### src/rtl/chunked_add_sub_pkg.sv
// Shared definitions for the chunked adder/subtractor: FSM states and opcodes.
package chunked_add_sub_pkg;

  typedef enum logic [1:0] {
    ST_IDLE = 2'd0,
    ST_RUN  = 2'd1,
    ST_FIN  = 2'd2
  } state_t;

  localparam logic OP_ADD = 1'b0;
  localparam logic OP_SUB = 1'b1;

endpackage

### src/rtl/chunked_add_sub_if.sv
// Request/result bundle for chunked_add_sub: operands and opcode in,
// handshake, result and status flags out.
interface chunked_add_sub_if #(
  parameter int WIDTH = 32
) ();

  logic             START;
  logic [WIDTH-1:0] A;
  logic [WIDTH-1:0] B;
  logic             SnA;
  logic             BUSY;
  logic             DONE;
  logic [WIDTH-1:0] Y;
  logic             CO;
  logic             ZERO;
  logic             NEG;
  logic             OVF;

  modport master (
    output START, A, B, SnA,
    input  BUSY, DONE, Y, CO, ZERO, NEG, OVF
  );

  modport slave (
    input  START, A, B, SnA,
    output BUSY, DONE, Y, CO, ZERO, NEG, OVF
  );

endinterface

### src/rtl/chunked_add_sub_rc_add_chunk.sv
// Combinational N-bit ripple-carry adder slice. Also exposes the carry into
// the top bit so the parent can derive signed overflow on the last slice.
module rc_add_chunk #(
  parameter int N = 8
) (
  input  logic [N-1:0] i_a,
  input  logic [N-1:0] i_b,
  input  logic         i_ci,
  output logic [N-1:0] o_s,
  output logic         o_co,
  output logic         o_c_msb
);

  logic [N:0] w_c;

  // Ripple the carry from bit 0 upward.
  always_comb begin
    w_c    = '0;
    w_c[0] = i_ci;
    for (int i = 0; i < N; i++) begin
      w_c[i+1] = (i_a[i] & i_b[i]) | (w_c[i] & (i_a[i] ^ i_b[i]));
    end
  end

  assign o_s     = i_a ^ i_b ^ w_c[N-1:0];
  assign o_co    = w_c[N];
  assign o_c_msb = w_c[N-1];

endmodule

### src/rtl/chunked_add_sub.sv
// Multi-cycle adder/subtractor: processes a WIDTH-bit add or subtract CHUNK
// bits per cycle, LSB slice first, with the carry held in a register between
// slices. Subtraction uses A + ~B + 1, so CO=1 means "no borrow".
module chunked_add_sub
  import chunked_add_sub_pkg::*;
#(
  parameter int WIDTH = 32,
  parameter int CHUNK = 8
) (
  input logic              CLK,
  input logic              RST,
  chunked_add_sub_if.slave bus
);

  localparam int NCHUNK = WIDTH / CHUNK;
  localparam int CW     = (NCHUNK > 1) ? $clog2(NCHUNK) : 1;

  if ((WIDTH % CHUNK) != 0) begin : g_bad_chunk
    $error("chunked_add_sub: WIDTH must be a whole multiple of CHUNK");
  end

  state_t           r_state;
  state_t           w_state_nxt;
  logic             w_accept;
  logic             w_step;
  logic             w_last;

  logic [WIDTH-1:0] r_a;
  logic [WIDTH-1:0] r_b;
  logic [WIDTH-1:0] r_y;
  logic [WIDTH-1:0] w_y_nxt;
  logic [CW-1:0]    r_cnt;
  logic             r_carry;
  logic             r_co;
  logic             r_zero;
  logic             r_neg;
  logic             r_ovf;

  logic [31:0]      w_base;
  logic [CHUNK-1:0] w_a_sl;
  logic [CHUNK-1:0] w_b_sl;
  logic [CHUNK-1:0] w_s;
  logic             w_co;
  logic             w_c_msb;

  // Next-state decode; a START is only honoured when not mid-run.
  always_comb begin
    w_state_nxt = r_state;
    w_accept    = 1'b0;
    w_step      = 1'b0;
    w_last      = (r_cnt == CW'(NCHUNK - 1));
    case (r_state)
      ST_IDLE: begin
        if (bus.START) begin
          w_accept    = 1'b1;
          w_state_nxt = ST_RUN;
        end
      end
      ST_RUN: begin
        w_step = 1'b1;
        if (w_last) begin
          w_state_nxt = ST_FIN;
        end
      end
      ST_FIN: begin
        if (bus.START) begin
          w_accept    = 1'b1;
          w_state_nxt = ST_RUN;
        end else begin
          w_state_nxt = ST_IDLE;
        end
      end
      default: w_state_nxt = ST_IDLE;
    endcase
  end

  // State register; reset wins in every state and aborts a run silently.
  always_ff @(posedge CLK) begin
    if (RST) begin
      r_state <= ST_IDLE;
    end else begin
      r_state <= w_state_nxt;
    end
  end

  // Operand capture; B is pre-inverted for subtract so every slice just adds.
  always_ff @(posedge CLK) begin
    if (w_accept) begin
      r_a <= bus.A;
      r_b <= bus.B ^ {WIDTH{bus.SnA}};
    end
  end

  // Select the active slice and splice its sum into the running result.
  always_comb begin
    w_base  = 32'(r_cnt) * 32'(CHUNK);
    w_a_sl  = r_a[w_base +: CHUNK];
    w_b_sl  = r_b[w_base +: CHUNK];
    w_y_nxt = r_y;
    w_y_nxt[w_base +: CHUNK] = w_s;
  end

  rc_add_chunk #(
    .N (CHUNK)
  ) u_chunk (
    .i_a     (w_a_sl),
    .i_b     (w_b_sl),
    .i_ci    (r_carry),
    .o_s     (w_s),
    .o_co    (w_co),
    .o_c_msb (w_c_msb)
  );

  // Slice sequencing, result accumulation and flag generation on the last slice.
  always_ff @(posedge CLK) begin
    if (RST) begin
      r_cnt   <= '0;
      r_carry <= 1'b0;
      r_y     <= '0;
      r_co    <= 1'b0;
      r_zero  <= 1'b0;
      r_neg   <= 1'b0;
      r_ovf   <= 1'b0;
    end else if (w_accept) begin
      r_cnt   <= '0;
      r_carry <= (bus.SnA == OP_SUB);
      r_co    <= 1'b0;
      r_zero  <= 1'b0;
      r_neg   <= 1'b0;
      r_ovf   <= 1'b0;
    end else if (w_step) begin
      r_y     <= w_y_nxt;
      r_carry <= w_co;
      if (w_last) begin
        r_cnt  <= '0;
        r_co   <= w_co;
        r_ovf  <= w_co ^ w_c_msb;
        r_zero <= (w_y_nxt == '0);
        r_neg  <= w_y_nxt[WIDTH-1];
      end else begin
        r_cnt <= r_cnt + CW'(1);
      end
    end
  end

  assign bus.BUSY = (r_state == ST_RUN);
  assign bus.DONE = (r_state == ST_FIN);
  assign bus.Y    = r_y;
  assign bus.CO   = r_co;
  assign bus.ZERO = r_zero;
  assign bus.NEG  = r_neg;
  assign bus.OVF  = r_ovf;

endmodule
### src/flat_wrapper.sv
// flat-port wrapper written by rule: the top's interface ports become plain ports
module chunked_add_sub_flat import chunked_add_sub_pkg::*;
#(
  parameter int WIDTH = 32,
  parameter int CHUNK = 8
)
  (CLK, RST, bus_START, bus_A, bus_B, bus_SnA, bus_BUSY, bus_DONE, bus_Y, bus_CO, bus_ZERO, bus_NEG, bus_OVF);
  chunked_add_sub_if #(.WIDTH(WIDTH)) bus_i ();
  input logic CLK;
  input logic RST;
  input wire logic [$bits(bus_i.START)-1:0] bus_START;
  input wire logic [$bits(bus_i.A)-1:0] bus_A;
  input wire logic [$bits(bus_i.B)-1:0] bus_B;
  input wire logic [$bits(bus_i.SnA)-1:0] bus_SnA;
  output wire logic [$bits(bus_i.BUSY)-1:0] bus_BUSY;
  output wire logic [$bits(bus_i.DONE)-1:0] bus_DONE;
  output wire logic [$bits(bus_i.Y)-1:0] bus_Y;
  output wire logic [$bits(bus_i.CO)-1:0] bus_CO;
  output wire logic [$bits(bus_i.ZERO)-1:0] bus_ZERO;
  output wire logic [$bits(bus_i.NEG)-1:0] bus_NEG;
  output wire logic [$bits(bus_i.OVF)-1:0] bus_OVF;
  assign bus_i.START = bus_START;
  assign bus_i.A = bus_A;
  assign bus_i.B = bus_B;
  assign bus_i.SnA = bus_SnA;
  assign bus_BUSY = bus_i.BUSY;
  assign bus_DONE = bus_i.DONE;
  assign bus_Y = bus_i.Y;
  assign bus_CO = bus_i.CO;
  assign bus_ZERO = bus_i.ZERO;
  assign bus_NEG = bus_i.NEG;
  assign bus_OVF = bus_i.OVF;
  chunked_add_sub #(.WIDTH(WIDTH), .CHUNK(CHUNK)) u_core (.CLK(CLK), .RST(RST), .bus(bus_i));
endmodule
### config.mk
export PLATFORM = sky130hd
export DESIGN_NAME = chunked_add_sub_flat
export DESIGN_NICKNAME = d
export VERILOG_FILES = /design/src/rtl/chunked_add_sub_pkg.sv /design/src/rtl/chunked_add_sub_if.sv /design/src/rtl/chunked_add_sub_rc_add_chunk.sv /design/src/rtl/chunked_add_sub.sv /design/src/flat_wrapper.sv
export SDC_FILE = /design/constraint.sdc
export NUM_CORES = 1
export LEC_CHECK = 0
export CORE_ASPECT_RATIO = 1.75
export CORE_MARGIN = 2
export CORE_UTILIZATION = 45
export DETAILED_ROUTE_END_ITERATION = 8
export GPL_ROUTABILITY_DRIVEN = 0
export PLACE_DENSITY = 0.73
export SYNTH_ARGS = -nofsm -noshare
export SYNTH_HDL_FRONTEND = slang
export SYNTH_SLANG_ARGS = --single-unit
### constraint.sdc
create_clock -name CLK -period 13.2 [get_ports CLK]
set_input_delay 1.32 -clock CLK [delete_from_list [all_inputs] [get_ports CLK]]
set_output_delay 1.32 -clock CLK [all_outputs]
set_load 0.02 [all_outputs]
==> impl_metrics.toml, run 1 <==
[final_layout]
drive_gt1_share_pct = 7.676
seq_area_mm2 = 0.002743
n_antenna_cell = 0
final_cell_mix = "104 x clkdlybuf4s50_1, 64 x edfxtp_1, 55 x nor2_1, 41 x dfxtp_1, 32 x xor2_1"
final_common_cell = "clkdlybuf4s50_1"
fin_area_mm2 = 0.006157
fillers = 858
multi_input_area_mm2 = 0.001831
fin_nets = 561
synthToLayoutAreaGrowth_pct = 29.19

[synthesis]
synth_cells = 381
synth_seq_cells = 105
ys_types = 43
netlist_area_mm2 = 0.004766
synthAdderAreaFrac_pct = 4.936
synth_area_per_cell_um2 = 12.51
yosysWarnings = 0
synth_top_family_by_area = "simple AND/OR/NAND/NOR gates"
muxShareOfSynthArea_pct = 7.797
synth_xor_area_share_pct = 6.065
ys_seq_area_share_pct = 57.55
yosys.area_share.simple_pct = 10.97
synth_compound_area_share_pct = 8.637
syn_nets = 463

[worst_setup_path]
arrival_ps = 6180
crit_path_start_kind = "flip-flop"
rrSetupSlack_ps = 7300
cp_max_fo = 28
worst_ep_required_time_ps = 13480
crit_path_end_kind = "flip-flop"
crit_start = "u_core.r_cnt[0]$_SDFFE_PP0P_"
r2r_start = "u_core.r_cnt[0]$_SDFFE_PP0P_"
r2r-end = "u_core.bus.ZERO$_SDFFE_PP0P_"
r2r_cells = 18
path_class = "flip-flop to flip-flop"

[detailed_routing]
via_per_inst = 5.429
wirelength_mm = 10.36
drt_first_iter_violations = 205
ant_nets = 0
drc = 0
wl_per_cell_um = 17.02
first_pass_iters = 4
vias = 3306

[timing]
relSlewSlack_pct = 40.73
setup_viol = 0
clock-skew-final_ps = 4.414
worst_pin_slew_ps = 889.1
hold_violations = 0
post-route-period-util_pct = 44.73
max_freq_mhz = 169.4
fin_crit_ps = 5905
fin_ws_ps = 7295
fin_setup_tns_ps = 0
rsz0062_at_grt = "no"
drv_slew = 0

[floorplan]
die-area_mm2 = 0.01146
io_pins = 106
dieHeight_um = 140.1
start_util_pct = 46.27
die_w_um = 81.80
coreArea_mm2 = 0.01030
rows = 49

[clock_network]
clockRootBuffer = "clkbuf_16"
hold_buffers = 0
h-tree-depth = 3
clk_latency_ps = 340
clock_path_buffers = 2
cts_tree = "yes"
cts_resized = 0
cts.sinks = 105
numCtsBuffers = 9
path_clk_slew_ps = 60
cts_setup_buffers = 0

[global_routing]
grt_max_degree = 64
antenna_found_initial = 0
use_met2_pct = 34.06
grt_pass1_wl_mm = 16.22
grt_use_met3_pct = 2.964
grt_busiest_layer = "met2"
grt_overflow_total = 0
grt_pass1_vias = 3365
grt_util_met1_pct = 20.45
grtUsageTotal_pct = 18.93

[placed_design]
place_hpwl_mm = 7.877
pre_cts_ws_ps = 7342
placed_area_mm2 = 0.005906
portBuffers = 105

[worst_hold_path]
hp-class = "flip-flop to flip-flop"
worstHoldStart = "u_core.r_carry$_SDFFE_PP0P_"
hold_depth = 2
worstHoldEndpoint = "u_core.r_carry$_SDFFE_PP0P_"

[power]
p_per_area_mw_per_mm2 = 123.3
p_leak_nw = 2.245
peakVddDrop_mv = 0.07317

[flow_run]
drv_cap = 0

[outcome]
status = "complete, no violations"
## worst max-delay path by stage
stage                                         endpoint  slack (ps)  cells after the start
after floorplan           u_core.bus.ZERO$_SDFFE_PP0P_        7390                     19
after global placement    u_core.bus.ZERO$_SDFFE_PP0P_        7450                     18
after detailed placement  u_core.bus.ZERO$_SDFFE_PP0P_        7340                     18
after CTS                 u_core.bus.ZERO$_SDFFE_PP0P_        7330                     18
after global routing      u_core.bus.ZERO$_SDFFE_PP0P_        7040                     18
final                     u_core.bus.ZERO$_SDFFE_PP0P_        7300                     18
## final cells by class
cell class	instances	share of cell area [%]
flip-flops and latches	105	44.54
multi-input cells	229	29.73
repair buffers	110	17.60
clock buffers	10	3.719
well taps	127	2.581
inverters	24	1.463
clock inverters	4	0.3658
## synthesized netlist by cell type, drive strengths merged
cell type,n,area [µm²]
nand2,9,33.78
xor2,32,280.3
nor2,55,206.5
edfxtp,64,1922
and2,2,12.51
and4bb,1,12.51
ha,6,75.07
mux2,1,11.26
o21a,1,7.510
nor4bb,1,10.01
fa,8,160.2
a31oi,11,68.82
a21o,1,7.510
inv,24,90.09
or3,2,12.51
a211oi,14,105.1
xnor2,1,8.760
nand3,1,5.000
nand4,2,12.51
and3b,1,8.760
o21ai,2,10.01
o22ai,2,12.51
o2111ai,1,8.760
mux4,16,360.4
a22oi,5,37.54
nand4b,2,17.52
nor2b,14,95.09
dfxtp,41,820.8
and4,1,8.760
or3b,1,8.760
or4,2,15.01
or4b,1,10.01
or2,1,6.260
a2bb2oi,9,78.83
clkbuf,16,60.06
a21oi,15,75.07
buf,7,42.53
nor3,2,10.01
nor4,3,18.77
nand2b,3,18.77
## logic make-up after synthesis
family,after synthesis
AOI/OAI and AO/OA,61
xor gates and xnor gates,33
adders and majority gates,14
buffers and inverters,47
DFF,105
muxes,17
and+or+nand+nor,104
## registers in the layout (all words and copies together) (netlist names)
register and count:
u_core.bus.Y 32, u_core.r_a 32, u_core.r_b 32, u_core.r_cnt 2, u_core.r_state 2, u_core.bus.CO 1
u_core.bus.NEG 1, u_core.bus.OVF 1, u_core.bus.ZERO 1, u_core.r_carry 1
## stage by stage
| step | power, mW | utilization (%) | hold WS, ps | cells |
|---|---|---|---|---|
| after floorplan | 0.4732 | - | 447.9 | 381 |
| after global placement | 0.5301 | 57.34 | 461.8 | 595 |
| after detailed placement | 0.5333 | 57.34 | 469.4 | 595 |
| after CTS | 0.7626 | 59.78 | 478.5 | 609 |
| after global routing | 0.7882 | 59.78 | 494.7 | 609 |
| final | 0.7594 | 59.78 | 479.1 | 609 |
## metal layers
metal	wire (µm)	vias up
met1	3722	1599
met3	459	26
li1	-	1556
met5	0	-
met4	363	0
met2	5818	125
## power by group
part / switching [mW] / total, mW / internal, mW
sequential: 0.00906 / 0.382 / 0.373
combinational: 0.0738 / 0.145 / 0.0707
clock: 0.109 / 0.233 / 0.124
total: 0.191 / 0.759 / 0.568
## critical path: stages (launching register included)
cell and delay, ps:
dfxtp_1 310, buf_4 370, mux4_2 290, inv_1 50
fa_1 430, fa_1 410, fa_1 400, fa_1 400
fa_1 370, inv_1 70, fa_1 160, inv_1 50
fa_1 420, fa_1 610, nor2_1 80, a31oi_1 280
or4b_1 460, or4_1 520, o21ai_1 140
(Power assumes the default switching activity.)
==> run 2: changes to the inputs <==
- clock period: 13.2 -> 5.6 ns (I/O delays scaled with it)
==> run 2 against run 1 <==
  * Flip-flop and latch count unchanged
  * Fmax increased by 9.0%
  * Die area unchanged
  * Largest power group unchanged
==> impl_metrics.toml, run 2 (synthesis results as in run 1) <==
[outcome]
status = "complete, no violations"

[clock_network]
path_clk_slew_ps = 70
clock_path_buffers = 2
numCtsBuffers = 9
clockRootBuffer = "clkbuf_16"
hold_buffers = 0
h-tree-depth = 3
cts_tree = "yes"
clk_latency_ps = 340
cts.sinks = 105

[detailed_routing]
ant_nets = 0
via_per_inst = 5.343
wirelength_mm = 10.48
first_pass_iters = 4
drc = 0
drt_first_iter_violations = 153
wl_per_cell_um = 17.04
vias = 3286

[floorplan]
die_w_um = 81.80
coreArea_mm2 = 0.01030
dieHeight_um = 140.1
start_util_pct = 46.27
die-area_mm2 = 0.01146
io_pins = 106
rows = 49

[final_layout]
fillers = 823
final_common_cell = "clkdlybuf4s50_1"
finalNonFillerCells = 615
fin_area_mm2 = 0.006233
fin_nets = 565
final_cell_mix = "104 x clkdlybuf4s50_1, 64 x edfxtp_1, 55 x nor2_1, 40 x dfxtp_1, 32 x xor2_1"
synthToLayoutAreaGrowth_pct = 30.80
final_util_pct = 60.52
n_antenna_cell = 0
drive_gt1_share_pct = 9.426

[global_routing]
antenna_found_initial = 0
grt_overflow_total = 0
grt_max_degree = 67
grt_pass1_vias = 3310
grt_pass1_wl_mm = 16.26
grtUsageTotal_pct = 19.03

[worst_setup_path]
path_class = "flip-flop to flip-flop"
crit_start = "u_core.r_cnt[0]$_SDFFE_PP0P_"
crit_path_start_kind = "flip-flop"
cp_max_fo = 4
r2r-end = "u_core.bus.ZERO$_SDFFE_PP0P_"
r2r_cells = 17
rrSetupSlack_ps = 180
worst_ep_required_time_ps = 5880
crit_path_end_kind = "flip-flop"
critPathCapture = "u_core.bus.ZERO$_SDFFE_PP0P_"
r2r_start = "u_core.r_cnt[0]$_SDFFE_PP0P_"
arrival_ps = 5690

[placed_design]
place_hpwl_mm = 7.907
placed_area_mm2 = 0.005928
pre_cts_ws_ps = 142.2
portBuffers = 105
dp.cells = 598

[timing]
clock-skew-final_ps = 4.801
worst_pin_slew_ps = 863.3
fin_ws_ps = 184.3
post-route-period-util_pct = 96.71
hold_violations = 0
setup_viol = 0
fin_crit_ps = 5416
drv_slew = 0
max_freq_mhz = 184.6
relSlewSlack_pct = 42.44
fin_setup_tns_ps = 0
holdWs_ps = 477.7

[power]
total_power_mw = 1.869
peakVddDrop_mv = 0.2061
p_leak_nw = 2.289
p_per_area_mw_per_mm2 = 299.9

[worst_hold_path]
hold_depth = 2
hp-class = "flip-flop to flip-flop"

[flow_run]
drv_cap = 0
## run 2: cell count changes in the layout (fill, tap and decap cells not counted), moves of 2 or more
cell / previous run / this run
inv_6: 0 / 2
buf_4: 5 / 9
clkinv_2: 0 / 2
clkinvlp_2: 2 / 0
## run 2: how the worst min path moves through the flow
stage / end / slack, ps / from
global route: u_core.r_carry$_SDFFE_PP0P_ / 510 / u_core.r_carry$_SDFFE_PP0P_
floorplan: u_core.r_carry$_SDFFE_PP0P_ / 450 / u_core.r_carry$_SDFFE_PP0P_
detailed placement: u_core.r_carry$_SDFFE_PP0P_ / 470 / u_core.r_carry$_SDFFE_PP0P_
global placement: u_core.r_carry$_SDFFE_PP0P_ / 460 / u_core.r_carry$_SDFFE_PP0P_
finish: u_core.r_carry$_SDFFE_PP0P_ / 480 / u_core.r_carry$_SDFFE_PP0P_
CTS: u_core.r_carry$_SDFFE_PP0P_ / 480 / u_core.r_carry$_SDFFE_PP0P_
## run 2: what timing repair did
item | 4_1_cts | 5_1_grt
resized for setup | 0 | 2
endpoints found under the setup margin | 0 | 1
buffers inserted | 0 | 1
endpoints found under the hold margin | 0 | 0
## run 2: critical path, cell delays in order, from the launching register on
cell and delay (ps):
dfxtp_1 360, mux4_2 340, inv_1 50, fa_1 440
fa_1 430, fa_1 410, fa_1 390, fa_1 370
inv_1 80, fa_1 160, inv_1 50, fa_2 360
fa_1 510, nor2_1 60, a31oi_1 250, or4b_1 450
or4_1 520, o21ai_1 130
## run 2: final cells by class
cell class,count,area [µm²],share of cell area [%]
Sequential cell,105,2744,44.02
Multi-Input combinational cell,229,1833,29.41
Timing Repair Buffer,114,1114,17.86
Clock buffer,10,229.0,3.673
Tap cell,127,158.9,2.549
Inverter,24,90.09,1.445
Clock inverter,6,65.06,1.044
## run 2: power breakdown
group          switching (mW)  total [mW]  internal (mW)
clock                   0.272       0.620          0.348
sequential             0.0226       0.901          0.879
combinational           0.176       0.348          0.172
total                   0.470        1.87           1.40
## run 2: routing by layer
| layer | up-vias | share of wire (%) | global-route usage, % |
|---|---|---|---|
| li1 | 1570 | - | - |
| met1 | 1570 | 35 | 20.38 |
| met2 | 124 | 57 | 35.13 |
| met3 | 22 | 5.0 | 2.835 |
| met4 | 0 | 2.8 | 8.860 |
| met5 | - | 0 | 0 |
